**config.mk**
```make
export PLATFORM = sky130hd
export DESIGN_NAME = router_wr_ctrl
export DESIGN_NICKNAME = d
export VERILOG_FILES = /design/src/rtl/router_wr_ctrl.sv
export SDC_FILE = /design/constraint.sdc
export NUM_CORES = 1
export LEC_CHECK = 0
export CELL_PAD_IN_SITES_DETAIL_PLACEMENT = 2
export CELL_PAD_IN_SITES_GLOBAL_PLACEMENT = 2
export CORE_MARGIN = 1.5
export CORE_UTILIZATION = 32
export DETAILED_ROUTE_END_ITERATION = 10
export MAX_ROUTING_LAYER = met4
export PLACE_DENSITY = 0.77
export SETUP_SLACK_MARGIN = 0.02
export SYNTH_ARGS = -nofsm -noshare
export SYNTH_HDL_FRONTEND = slang
export SYNTH_SLANG_ARGS = --single-unit
```
**constraint.sdc**
```tcl
create_clock -name clk -period 2.05 [get_ports clk]
set_input_delay 0.41 -clock clk [delete_from_list [all_inputs] [get_ports clk]]
set_output_delay 0.41 -clock clk [all_outputs]
set_load 0.02 [all_outputs]
```
**src/rtl/router_wr_ctrl.sv**
```systemverilog
// Router write-side controller: decodes packet headers, steers header/payload/parity
// bytes into one of three destination FIFOs, checks parity and drops malformed packets.
module router_wr_ctrl (
  input  logic       clk,
  input  logic       reset,
  input  logic       pkt_valid,
  input  logic [7:0] data_in,
  input  logic [2:0] fifo_full,
  input  logic [2:0] fifo_empty,
  output logic       busy,
  output logic       err,
  output logic [2:0] write_enb,
  output logic [7:0] fifo_din
);

  typedef enum logic [2:0] {
    StIdle,
    StWaitEmpty,
    StLoadData,
    StLoadParity,
    StCheck,
    StDrop
  } state_e;

  state_e     r_state;
  logic [7:0] r_hdr;
  logic [5:0] r_cnt;
  logic [6:0] r_drop;
  logic [7:0] r_parity;
  logic       r_mismatch;

  logic [1:0] w_dest_in;
  logic [5:0] w_len_in;
  logic [1:0] w_dest_q;
  logic [3:0] w_full4;
  logic [3:0] w_empty4;
  logic       w_hdr_drop;
  logic       w_busy;
  logic       w_accept_state;
  logic       w_accept;
  logic       w_write;
  logic [1:0] w_dest;

  assign w_dest_in  = data_in[1:0];
  assign w_len_in   = data_in[7:2];
  assign w_dest_q   = r_hdr[1:0];
  // Pad to four entries so a dest of 3 indexes a constant 0 instead of going out of range.
  assign w_full4    = {1'b0, fifo_full};
  assign w_empty4   = {1'b0, fifo_empty};
  assign w_hdr_drop = (w_dest_in == 2'd3) || (w_len_in == 6'd0);

  always_comb begin
    w_busy         = 1'b0;
    w_accept_state = 1'b0;
    unique case (r_state)
      StIdle: begin
        w_busy         = 1'b0;
        w_accept_state = 1'b1;
      end
      StWaitEmpty: w_busy = 1'b1;
      StLoadData, StLoadParity: begin
        w_busy         = w_full4[w_dest_q];
        w_accept_state = 1'b1;
      end
      StCheck: w_busy = 1'b1;
      StDrop: begin
        w_busy         = 1'b0;
        w_accept_state = 1'b1;
      end
      default: w_busy = 1'b0;
    endcase
  end

  assign w_accept = pkt_valid & ~w_busy & w_accept_state;

  always_comb begin
    w_write = 1'b0;
    w_dest  = w_dest_q;
    unique case (r_state)
      StIdle: begin
        w_write = w_accept & ~w_hdr_drop & w_empty4[w_dest_in];
        w_dest  = w_dest_in;
      end
      StWaitEmpty:              w_write = w_empty4[w_dest_q];
      StLoadData, StLoadParity: w_write = w_accept;
      default:                  w_write = 1'b0;
    endcase
  end

  // Reset masks outputs combinationally because the state only clears on the next edge.
  assign busy      = w_busy & ~reset;
  assign err       = (r_state == StCheck) & r_mismatch & ~reset;
  assign write_enb = (w_write & ~reset) ? (3'b001 << w_dest) : 3'b000;
  assign fifo_din  = (r_state == StWaitEmpty) ? r_hdr : data_in;

  always_ff @(posedge clk) begin
    if (reset) begin
      r_state    <= StIdle;
      r_hdr      <= 8'h00;
      r_cnt      <= 6'd0;
      r_drop     <= 7'd0;
      r_parity   <= 8'h00;
      r_mismatch <= 1'b0;
    end else begin
      unique case (r_state)
        StIdle: begin
          if (w_accept) begin
            r_hdr      <= data_in;
            r_parity   <= data_in;
            r_cnt      <= w_len_in;
            r_mismatch <= 1'b0;
            if (w_hdr_drop) begin
              r_drop  <= {1'b0, w_len_in} + 7'd1;
              r_state <= StDrop;
            end else if (w_empty4[w_dest_in]) begin
              r_state <= StLoadData;
            end else begin
              r_state <= StWaitEmpty;
            end
          end
        end
        StWaitEmpty: begin
          if (w_empty4[w_dest_q]) r_state <= StLoadData;
        end
        StLoadData: begin
          if (w_accept) begin
            r_parity <= r_parity ^ data_in;
            r_cnt    <= r_cnt - 6'd1;
            if (r_cnt == 6'd1) r_state <= StLoadParity;
          end
        end
        StLoadParity: begin
          if (w_accept) begin
            r_mismatch <= (data_in != r_parity);
            r_state    <= StCheck;
          end
        end
        StCheck: begin
          r_mismatch <= 1'b0;
          r_state    <= StIdle;
        end
        StDrop: begin
          if (w_accept) begin
            r_drop <= r_drop - 7'd1;
            if (r_drop == 7'd1) begin
              r_mismatch <= 1'b1;
              r_state    <= StCheck;
            end
          end
        end
        default: r_state <= StIdle;
      endcase
    end
  end

endmodule
```
==> qor.csv <==
metric;value;unit
layout_setup_ws;-199;ps
cts_buffers;5;
p_total;3.08;mW
seqCellArea;674;sq um
antenna_found_initial;0;
grtUsageTotal;32.2;%
firstDrtPassIters;4;
worstMarginPinSlew;511;ps
grt-ovfl-total;0;
dp_hpwl;7430;um
met1_usage;36.2;%
clkTransAtPathRegs;90;ps
violations;setup timing;
synth_top_cells_by_area;dfxtp_1 26%, a21oi_1 7.6%, o21ai_0 6.4%, nand2_1 6.0%, xor2_1 3.5%;
synthArstFlopShare;0;%
antenna_left;0;
stdcell_count;533;
use_met3;4.94;%
routed_wl;13300;um
clock-sinks;33;
ys_ff_latch;33;
hold_depth;2;
period_share;110;%
die_x;91.4;um
grt_max_degree;40;
area_growth;46.3;%
final_layout_size_suffix_gt1_share;36.0;%
syn_avg_cell_area;7.29;sq um
h-tree-depth;2;
synth_ff_type;dfxtp_1;
syn_area;0.00250;sq mm
setup.worst_path.end;write_enb[2];
max_freq;445;MHz
relSlewSlack;65.7;%
crit_fanout;5;
coreArea;0.00765;sq mm
yosysWarnings;0;
fin_crit;2250;ps
startpoint_type;flip-flop;
via_per_inst;5.83;
dieHeight;91.4;um
critPathKind;flip-flop to output port;
yosysTopAreaCellShare;26.4;%
synth_largest_area_cell;dfxtp_1;
busiest_layer;met2;
p_per_area;842;mW/mm^2
rrSetupSlack;20;ps
status;complete, but fails checks;
clk_latency;310;ps
place.gp.congestion;0.864;
synth-edff-count;0;
slew_violations;0;
p_leak;1.50;nW
placed_cell_area;0.00322;sq mm
synth_nets;366;
wire_per_inst;24.9;um
drc;0;
seq_area_frac_synth;26.4;%
rsz0062_at_grt;true;
multi_input_area;0.00181;sq mm
die-area;0.00836;sq mm
reg2reg_to;r_state[2];
worstSetupEndpointType;output port;
antenna_cells;0;
vias;3109;
placed_cells;503;
hold_viol_final;0;
reg2regPathDepth;8;
cts_buffer_depth;2;
hp-class;flip-flop to flip-flop;
n_fill_cell;862;
io_buffer_count;29;
peakVddDrop;0.000371;V
drtIter0Drc;139;
finalSetupViolCount;6;
grt_pass1_wl;19700;um
cp.required;1640;ps
cp_data_arrival_time;1840;ps
rows;32;
clockRootBuffer;clkbuf_8;
initial_core_util;32.7;%
postCtsHoldBufs;0;
cts_tree;yes;
fin_nets;453;
cap_violations;0;
layout.cell_area.non_filler;0.00366;sq mm
io_pins;30;
fin_skew;7.15;ps
met2_usage;57.3;%
synth.distinct_cells;58;
syn_inst;343;
crit-reg2reg-launch;r_hdr[1];
crit_path_start;r_hdr[1];
grt_pass1_vias;3362;
-- what timing repair did --
item	in CTS	in global routing
cloned	0	0
endpoints found under the setup margin	16	18
endpoints found under the hold margin	0	0
gates resized for setup	112	58
pin swaps	14	10
buffers inserted	16	7
-- critical path: stages, from the launching register on --
cell	delay [ps]
dfxtp_2	370
buf_6	130
mux2i_2	220
o21a_1	210
o22ai_2	130
o21ai_4	250
a21oi_2	60
buf_4	160
-- how the worst min path moves through the flow --
| stage | from | endpoint | slack, ps |
|---|---|---|---|
| after floorplan | r_hdr[4] | r_hdr[4] | 430 |
| after global placement | r_hdr[4] | r_hdr[4] | 440 |
| after detailed placement | r_hdr[4] | r_hdr[4] | 460 |
| after CTS | r_hdr[4] | r_hdr[4] | 470 |
| after global routing | r_hdr[7] | r_hdr[7] | 500 |
| final | r_hdr[6] | r_hdr[6] | 470 |
-- Yosys cell counts, types with 6 or more instances --
master    number
a31oi_1        9
clkbuf_1      10
mux2i_1        6
a21oi_1       38
nor2b_1        6
ha_1           6
o21ai_0       32
dfxtp_1       33
nand2_1       40
buf_2         13
nor2_1        23
inv_1         13
nand3_1       16
xor2_1        10
-- cells in the final DEF, fill, tap and decap left out, drive strengths merged, types with 8 or more instances in the layout --
cell,count
o21ai,33
nand3,16
a31oi,9
dlygate4sd2,10
dfxtp,33
inv,13
xor2,10
a21oi,40
nor2,25
clkbuf,8
buf,94
nand2,40
-- cell type report --
| class | instances | share of cell area (%) |
|---|---|---|
| flip-flops and latches | 33 | 18.4 |
| clock inverters | 2 | 1.03 |
| inverters | 14 | 1.44 |
| multi-input cells | 269 | 49.4 |
| repair buffers | 107 | 24.0 |
| well taps | 102 | 3.49 |
| clock buffers | 6 | 2.26 |
-- cells by family (layout without fill, tap and decap cells) --
| family | after synthesis | in the layout | synth area share, % |
|---|---|---|---|
| muxes | 10 | 10 | 4.35 |
| and+or+nand+nor | 129 | 129 | 27.6 |
| AOI/OAI and AO/OA | 111 | 111 | 26.6 |
| adders and majority gates | 6 | 6 | 3.00 |
| DFF | 33 | 33 | 26.4 |
| buffers and inverters | 41 | 129 | 7.55 |
| xor gates and xnor gates | 13 | 13 | 4.55 |
-- state kept, by name, indices dropped and copies added, names as in the netlist --
signal      flops
r_state         3
r_mismatch      1
r_hdr           8
r_drop          7
r_cnt           6
r_parity        8
-- layer usage --
| metal | vias to the layer above | routed length (um) |
|---|---|---|
| li1 | 1393 | - |
| met4 | 0 | 432 |
| met3 | 32 | 631 |
| met5 | - | 0 |
| met1 | 1584 | 5400 |
| met2 | 100 | 6840 |
-- report_power, final --
part / internal [mW] / total, mW / switching, mW
Combinational: 0.654 / 1.53 / 0.874
Sequential: 0.733 / 0.830 / 0.0976
Clock: 0.396 / 0.722 / 0.325
Total: 1.78 / 3.08 / 1.30
-- per-stage QoR --
stage	setup TNS (ps)	setup slack, ps	utilization (%)	hold WS, ps
after global routing	-1110	-242	47.8	503
final	-781	-199	47.8	469
after detailed placement	-9770	-1100	42.1	460
after CTS	-182	-78.6	46.2	472
after global placement	-8270	-1000	42.1	442
after floorplan	-43.2	-21.6	-	433
Power figures use the tool's default switching activity.
